==> config.mk <==
export PLATFORM = sky130hd
export DESIGN_NAME = pq_cmd_sequencer
export DESIGN_NICKNAME = d
export VERILOG_FILES = /design/src/rtl/pq_cmd_sequencer.sv
export SDC_FILE = /design/constraint.sdc
export NUM_CORES = 1
export LEC_CHECK = 0
export BUFFER_PORTS_ARGS = -buffer_cell sky130_fd_sc_hd__buf_2
export CORE_AREA = 3 3 124 126
export CTS_CLUSTER_SIZE = 16
export DETAILED_ROUTE_END_ITERATION = 6
export DIE_AREA = 0 0 127 129
export HOLD_SLACK_MARGIN = 0.03
export PLACE_DENSITY = 0.76
export SLEW_MARGIN = 40
export SYNTH_ARGS = -nofsm -noshare
export SYNTH_HDL_FRONTEND = slang
export SYNTH_SLANG_ARGS = --single-unit
==> constraint.sdc <==
create_clock -name CLK -period 4.7 [get_ports CLK]
set_input_delay 0.94 -clock CLK [delete_from_list [all_inputs] [get_ports CLK]]
set_output_delay 0.94 -clock CLK [all_outputs]
set_load 0.01 [all_outputs]
==> src/rtl/pq_cmd_sequencer.sv <==
// Command sequencer in front of the BRAM tree priority queue.
// Buffers enqueue/dequeue/replace commands in a small FIFO, issues one
// single-cycle strobe per command to the tree, keeps successive strobes
// OP_GAP cycles apart, and returns removed root values or drop notices
// on a valid/ready response port in command order.
module pq_cmd_sequencer #(
    parameter int DATA_WIDTH = 16,
    parameter int FIFO_DEPTH = 8,
    parameter int OP_GAP     = 25
) (
    input  logic                  CLK,
    input  logic                  RST,
    input  logic                  s_valid,
    output logic                  s_ready,
    input  logic [1:0]            s_op,
    input  logic [DATA_WIDTH-1:0] s_data,
    output logic                  t_wrt,
    output logic                  t_read,
    output logic [DATA_WIDTH-1:0] t_data,
    input  logic                  t_full,
    input  logic                  t_empty,
    input  logic [DATA_WIDTH-1:0] t_root,
    output logic                  r_valid,
    input  logic                  r_ready,
    output logic [DATA_WIDTH-1:0] r_data,
    output logic                  r_drop,
    output logic                  busy
);

    localparam int AW = $clog2(FIFO_DEPTH);
    localparam int CW = AW + 1;
    localparam int GW = $clog2(OP_GAP + 1);
    // The ISSUE cycle and the IDLE cycle that precede the next strobe are
    // part of the spacing, so the counter only has to cover the rest.
    localparam logic [GW-1:0] GAP_LOAD = GW'(OP_GAP - 2);

    localparam logic [1:0] OP_ENQ = 2'd0;
    localparam logic [1:0] OP_DEQ = 2'd1;
    localparam logic [1:0] OP_REP = 2'd2;

    typedef enum logic [1:0] {
        ST_IDLE  = 2'd0,
        ST_ISSUE = 2'd1,
        ST_WAIT  = 2'd2
    } state_t;

    state_t                  state_r, state_next_s;
    logic [1:0]              op_mem_r  [FIFO_DEPTH];
    logic [DATA_WIDTH-1:0]   key_mem_r [FIFO_DEPTH];
    logic [AW-1:0]           wr_ptr_r, rd_ptr_r;
    logic [CW-1:0]           count_r;
    logic [1:0]              cmd_op_r;
    logic [DATA_WIDTH-1:0]   cmd_key_r;
    logic [GW-1:0]           gap_r;
    logic                    push_s, pop_s;
    logic                    wrt_s, read_s, resp_s, drop_s;

    assign s_ready = (count_r != CW'(FIFO_DEPTH));
    assign push_s  = s_valid && s_ready && !RST;
    assign busy    = (count_r != '0) || (state_r != ST_IDLE) || r_valid;

    // FIFO pointers and occupancy
    always_ff @(posedge CLK) begin
        if (RST) begin
            wr_ptr_r <= '0;
            rd_ptr_r <= '0;
            count_r  <= '0;
        end else begin
            if (push_s) wr_ptr_r <= wr_ptr_r + AW'(1);
            if (pop_s)  rd_ptr_r <= rd_ptr_r + AW'(1);
            case ({push_s, pop_s})
                2'b10:   count_r <= count_r + CW'(1);
                2'b01:   count_r <= count_r - CW'(1);
                default: count_r <= count_r;
            endcase
        end
    end

    // FIFO storage; contents are don't-care until written
    always_ff @(posedge CLK) begin
        if (push_s) begin
            op_mem_r[wr_ptr_r]  <= s_op;
            key_mem_r[wr_ptr_r] <= s_data;
        end
    end

    // Command register loaded with the FIFO head on the way into ISSUE
    always_ff @(posedge CLK) begin
        if (RST) begin
            cmd_op_r  <= 2'd0;
            cmd_key_r <= '0;
        end else if (pop_s) begin
            cmd_op_r  <= op_mem_r[rd_ptr_r];
            cmd_key_r <= key_mem_r[rd_ptr_r];
        end
    end

    // FSM state register
    always_ff @(posedge CLK) begin
        if (RST) state_r <= ST_IDLE;
        else     state_r <= state_next_s;
    end

    // Next-state, FIFO pop and issue decision against the live tree flags
    always_comb begin
        state_next_s = state_r;
        pop_s        = 1'b0;
        wrt_s        = 1'b0;
        read_s       = 1'b0;
        resp_s       = 1'b0;
        drop_s       = 1'b0;
        case (state_r)
            ST_IDLE: begin
                if ((count_r != '0) && (gap_r == '0) && !r_valid) begin
                    pop_s        = 1'b1;
                    state_next_s = ST_ISSUE;
                end else begin
                    state_next_s = ST_IDLE;
                end
            end
            ST_ISSUE: begin
                state_next_s = ST_WAIT;
                case (cmd_op_r)
                    OP_ENQ: begin
                        if (!t_full) begin
                            wrt_s = 1'b1;
                        end else begin
                            resp_s = 1'b1;
                            drop_s = 1'b1;
                        end
                    end
                    OP_DEQ: begin
                        if (!t_empty) begin
                            read_s = 1'b1;
                            resp_s = 1'b1;
                        end else begin
                            resp_s = 1'b1;
                            drop_s = 1'b1;
                        end
                    end
                    OP_REP: begin
                        if (!t_empty) begin
                            wrt_s  = 1'b1;
                            read_s = 1'b1;
                            resp_s = 1'b1;
                        end else begin
                            resp_s = 1'b1;
                            drop_s = 1'b1;
                        end
                    end
                    default: begin
                        resp_s = 1'b1;
                        drop_s = 1'b1;
                    end
                endcase
            end
            ST_WAIT: begin
                // Leave as the counter reaches zero so IDLE sees gap==0
                if (gap_r <= GW'(1)) state_next_s = ST_IDLE;
                else                 state_next_s = ST_WAIT;
            end
            default: state_next_s = ST_IDLE;
        endcase
    end

    // Spacing counter: loaded by a strobe, counts down to zero
    always_ff @(posedge CLK) begin
        if (RST)                   gap_r <= '0;
        else if (wrt_s || read_s)  gap_r <= GAP_LOAD;
        else if (gap_r != '0)      gap_r <= gap_r - GW'(1);
        else                       gap_r <= gap_r;
    end

    // Registered tree strobes, held key and the response register
    always_ff @(posedge CLK) begin
        if (RST) begin
            t_wrt   <= 1'b0;
            t_read  <= 1'b0;
            t_data  <= '0;
            r_valid <= 1'b0;
            r_data  <= '0;
            r_drop  <= 1'b0;
        end else begin
            t_wrt  <= wrt_s;
            t_read <= read_s;
            if (wrt_s) t_data <= cmd_key_r;
            if (resp_s) begin
                r_valid <= 1'b1;
                r_drop  <= drop_s;
                r_data  <= drop_s ? '0 : t_root;
            end else if (r_valid && r_ready) begin
                r_valid <= 1'b0;
            end
        end
    end

endmodule

==> results.md <==
- Status: finished clean
- Yosys reg bits: 215
- Remaining global-route overflow: 0
- Clk sinks: 215
- Yosys warns: 0
- Setup WS pre-CTS: around 1500 ps
- GPL Wtd Cong: 0.758
- Cell leakage power: 3.46 nW
- Fraction of registers with async set/reset: 0
- Inserted Clock Buffers: 22
- Row cnt: 44
- Crit path arrival time: 3350 ps
- Final Hold Viols: 0
- Initial antenna violation count: 1
- Worst vdd ir: 0.000329 V
- Post-CTS Resized: 0
- Syn Area/Cell: 16.8 µm²
- H-tree levels: 1
- Die W: around 130 µm
- CP Data Required Time: slightly above 5000 ps
- Final cell utilization of the core: 0.656
- DRT iter0 DRCs: 342
- Worst slew pin tran: about 730 ps
- Via/cell ratio: 5.68
- Final Max Slew Viols: 0
- Post-Syn Nets: between 500 and 600
- Reg2Reg Setup Slack: between 1500 and 2000 ps
- Tmin final: 2940 ps
- Power Dens Cells: roughly 500 nW/µm²
- Nets: ~630
- CTS root buf: clkbuf_16
- Fin crit share: 0.624
- Worst slew margin: 0.514
- Setup WS post-layout: 1760 ps
- Crit Path Max Fanout: 5
- Routed Wire Length: around 15,000 µm
- Max Cap Violations: 0
- Sequential fraction of the synthesis area: 0.702
- Mapped Cells: 487
- CP Class: reg2reg
- Die area: ~16,000 µm²
- Average wire per standard cell: 19.5 µm
- Post-DRT Antenna Nets: 0
- Setup bufs post-CTS: 0
- Residual DRC: 0
- Initial Utilization: 0.567
- Achievable frequency: 0.341 GHz
- Post-DP HPWL: just over 9000 µm
- Reg clk slew, reported paths: 60 ps
- First-pass GRT wire length: between 20,000 and 25,000 µm
- Core area: 14,400 µm²
- Number of global-route vias before repair: ~4,400
- Layout Skew: 10.8 ps
- TNS Setup: 0 ps
- RSZ-0062 raised after global routing: false
- Total GRT Usage: 0.185
- CTS Hold Bufs: 0
- Hold crit path type: reg2reg
- Router iterations before antenna repair: 4
- CP Launch Type: register
- Worst-Skew Late Latency: between 400 and 500 ps
- CTS tree: done
- Final setup violation count: 0
- Diode count: 0
- Port bufs: 77
- Most frequent cells in the layout: 144 x edfxtp_1, 76 x buf_2, 69 x dfxtp_1
- Largest net degree at the start of global routing: slightly below 60
- Proportion of layout cells with a drive suffix above 1: 0.312
- Mapped cell area: 8180 µm²
- Top_reg_cell synth: edfxtp_1
- Netlist cell types: 44
- Setup crit end kind: register
- CTS Buffer Depth: 3
- DIE HEIGHT: 129 µm
- Via count: 4,389
- Most common cell after layout, fill and taps aside: edfxtp_1
- Top-Level Pins: 78
- Number of synthesized flops with an enable pin: 144
- Layout area overhead: 15.6%
-- synth_stat cells (all sizes together), types with 6 or more instances --
| master | count | share of area |
|---|---|---|
| a21oi | 14 | 0.0086 |
| a22o | 18 | 0.019 |
| a22oi | 16 | 0.015 |
| buf | 11 | 0.0092 |
| clkbuf | 15 | 0.0069 |
| dfxtp | 71 | 0.17 |
| edfxtp | 144 | 0.53 |
| ha | 11 | 0.017 |
| inv | 7 | 0.0032 |
| mux2 | 18 | 0.025 |
| mux2i | 18 | 0.022 |
| mux4 | 36 | 0.099 |
| nand2 | 7 | 0.0032 |
| nand2b | 6 | 0.0046 |
| nor2 | 53 | 0.025 |
| nor3 | 6 | 0.0037 |
-- worst max-delay path, cell delays in order (launching register included) --
cell and delay (ps):
dfxtp_1 330, inv_1 120, ha_1 200, nor4b_2 370, and3_1 390, ha_1 260, ha_1 280, a21oi_1 180
a21oi_1 110, or4_1 470, a21oi_1 150
-- stage by stage --
| step | hold slack, ps | total power [mW] | std cells | cell area [µm²] |
|---|---|---|---|---|
| 4_1_cts | 480 | 4.75 | 773 | 9460 |
| 6_report | 478 | 4.70 | 773 | 9460 |
| 3_5_place_dp | 467 | 3.12 | 733 | 8770 |
| 2_1_floorplan | 448 | 2.94 | 487 | 8180 |
| 3_3_place_gp | 460 | 3.08 | 733 | 8760 |
| 5_1_grt | 496 | 4.91 | 773 | 9460 |
-- cell families (layout without fill, tap and decap cells) --
group / after synthesis / in the layout / synth area share
AND/OR/NAND/NOR: 93 / 93 / 0.0570
flip-flops: 215 / 215 / 0.702
AO/OA/AOI/OAI: 54 / 54 / 0.0480
buffers and inverters: 33 / 135 / 0.0193
multiplexers: 72 / 72 / 0.146
adder cells (fa/ha/maj): 12 / 12 / 0.0193
XOR/XNOR: 8 / 8 / 0.00856
-- final cells by class --
class,instances,area [µm²]
well taps,184,230
fillers,974,4970
flip-flops and latches,215,5750
multi-input cells,239,2290
clock buffers,31,614
inverters,7,26.3
clock inverters,9,76.3
repair buffers,88,470
-- registers in the layout, indices dropped and copies added, names as in the netlist --
signal     cells
t_read         1
op_mem_r      16
r_valid        1
cmd_key_r     16
count_r        4
wr_ptr_r       3
r_drop         1
gap_r          5
rd_ptr_r       3
t_data        16
t_wrt          1
state_r        2
cmd_op_r       2
r_data        16
key_mem_r    128
-- final timing paths --
| check | start | endpoint | cells after the start |
|---|---|---|---|
| worst max-delay path | gap_r[0] | count_r[3] | 10 |
| worst min-delay path | cmd_key_r[6] | cmd_key_r[6] | 1 |
| worst max register to register | gap_r[0] | count_r[3] | 10 |
| worst min register to register | cmd_key_r[6] | cmd_key_r[6] | 1 |
-- report_power, final --
part           leakage [nW]  internal, mW  switching, mW
clock network         0.339         0.966          0.663
registers              1.88          2.13          0.126
logic                  1.24         0.440          0.378
-- layer usage --
metal,vias up,GRT usage,part of all wire
li1,2054,-,-
met1,2178,0.260,0.43
met2,128,0.303,0.48
met3,27,0.0328,0.070
met4,2,0.0524,0.020
met5,-,0,0.00046
No activity file was read; power rests on OpenSTA's default activity.
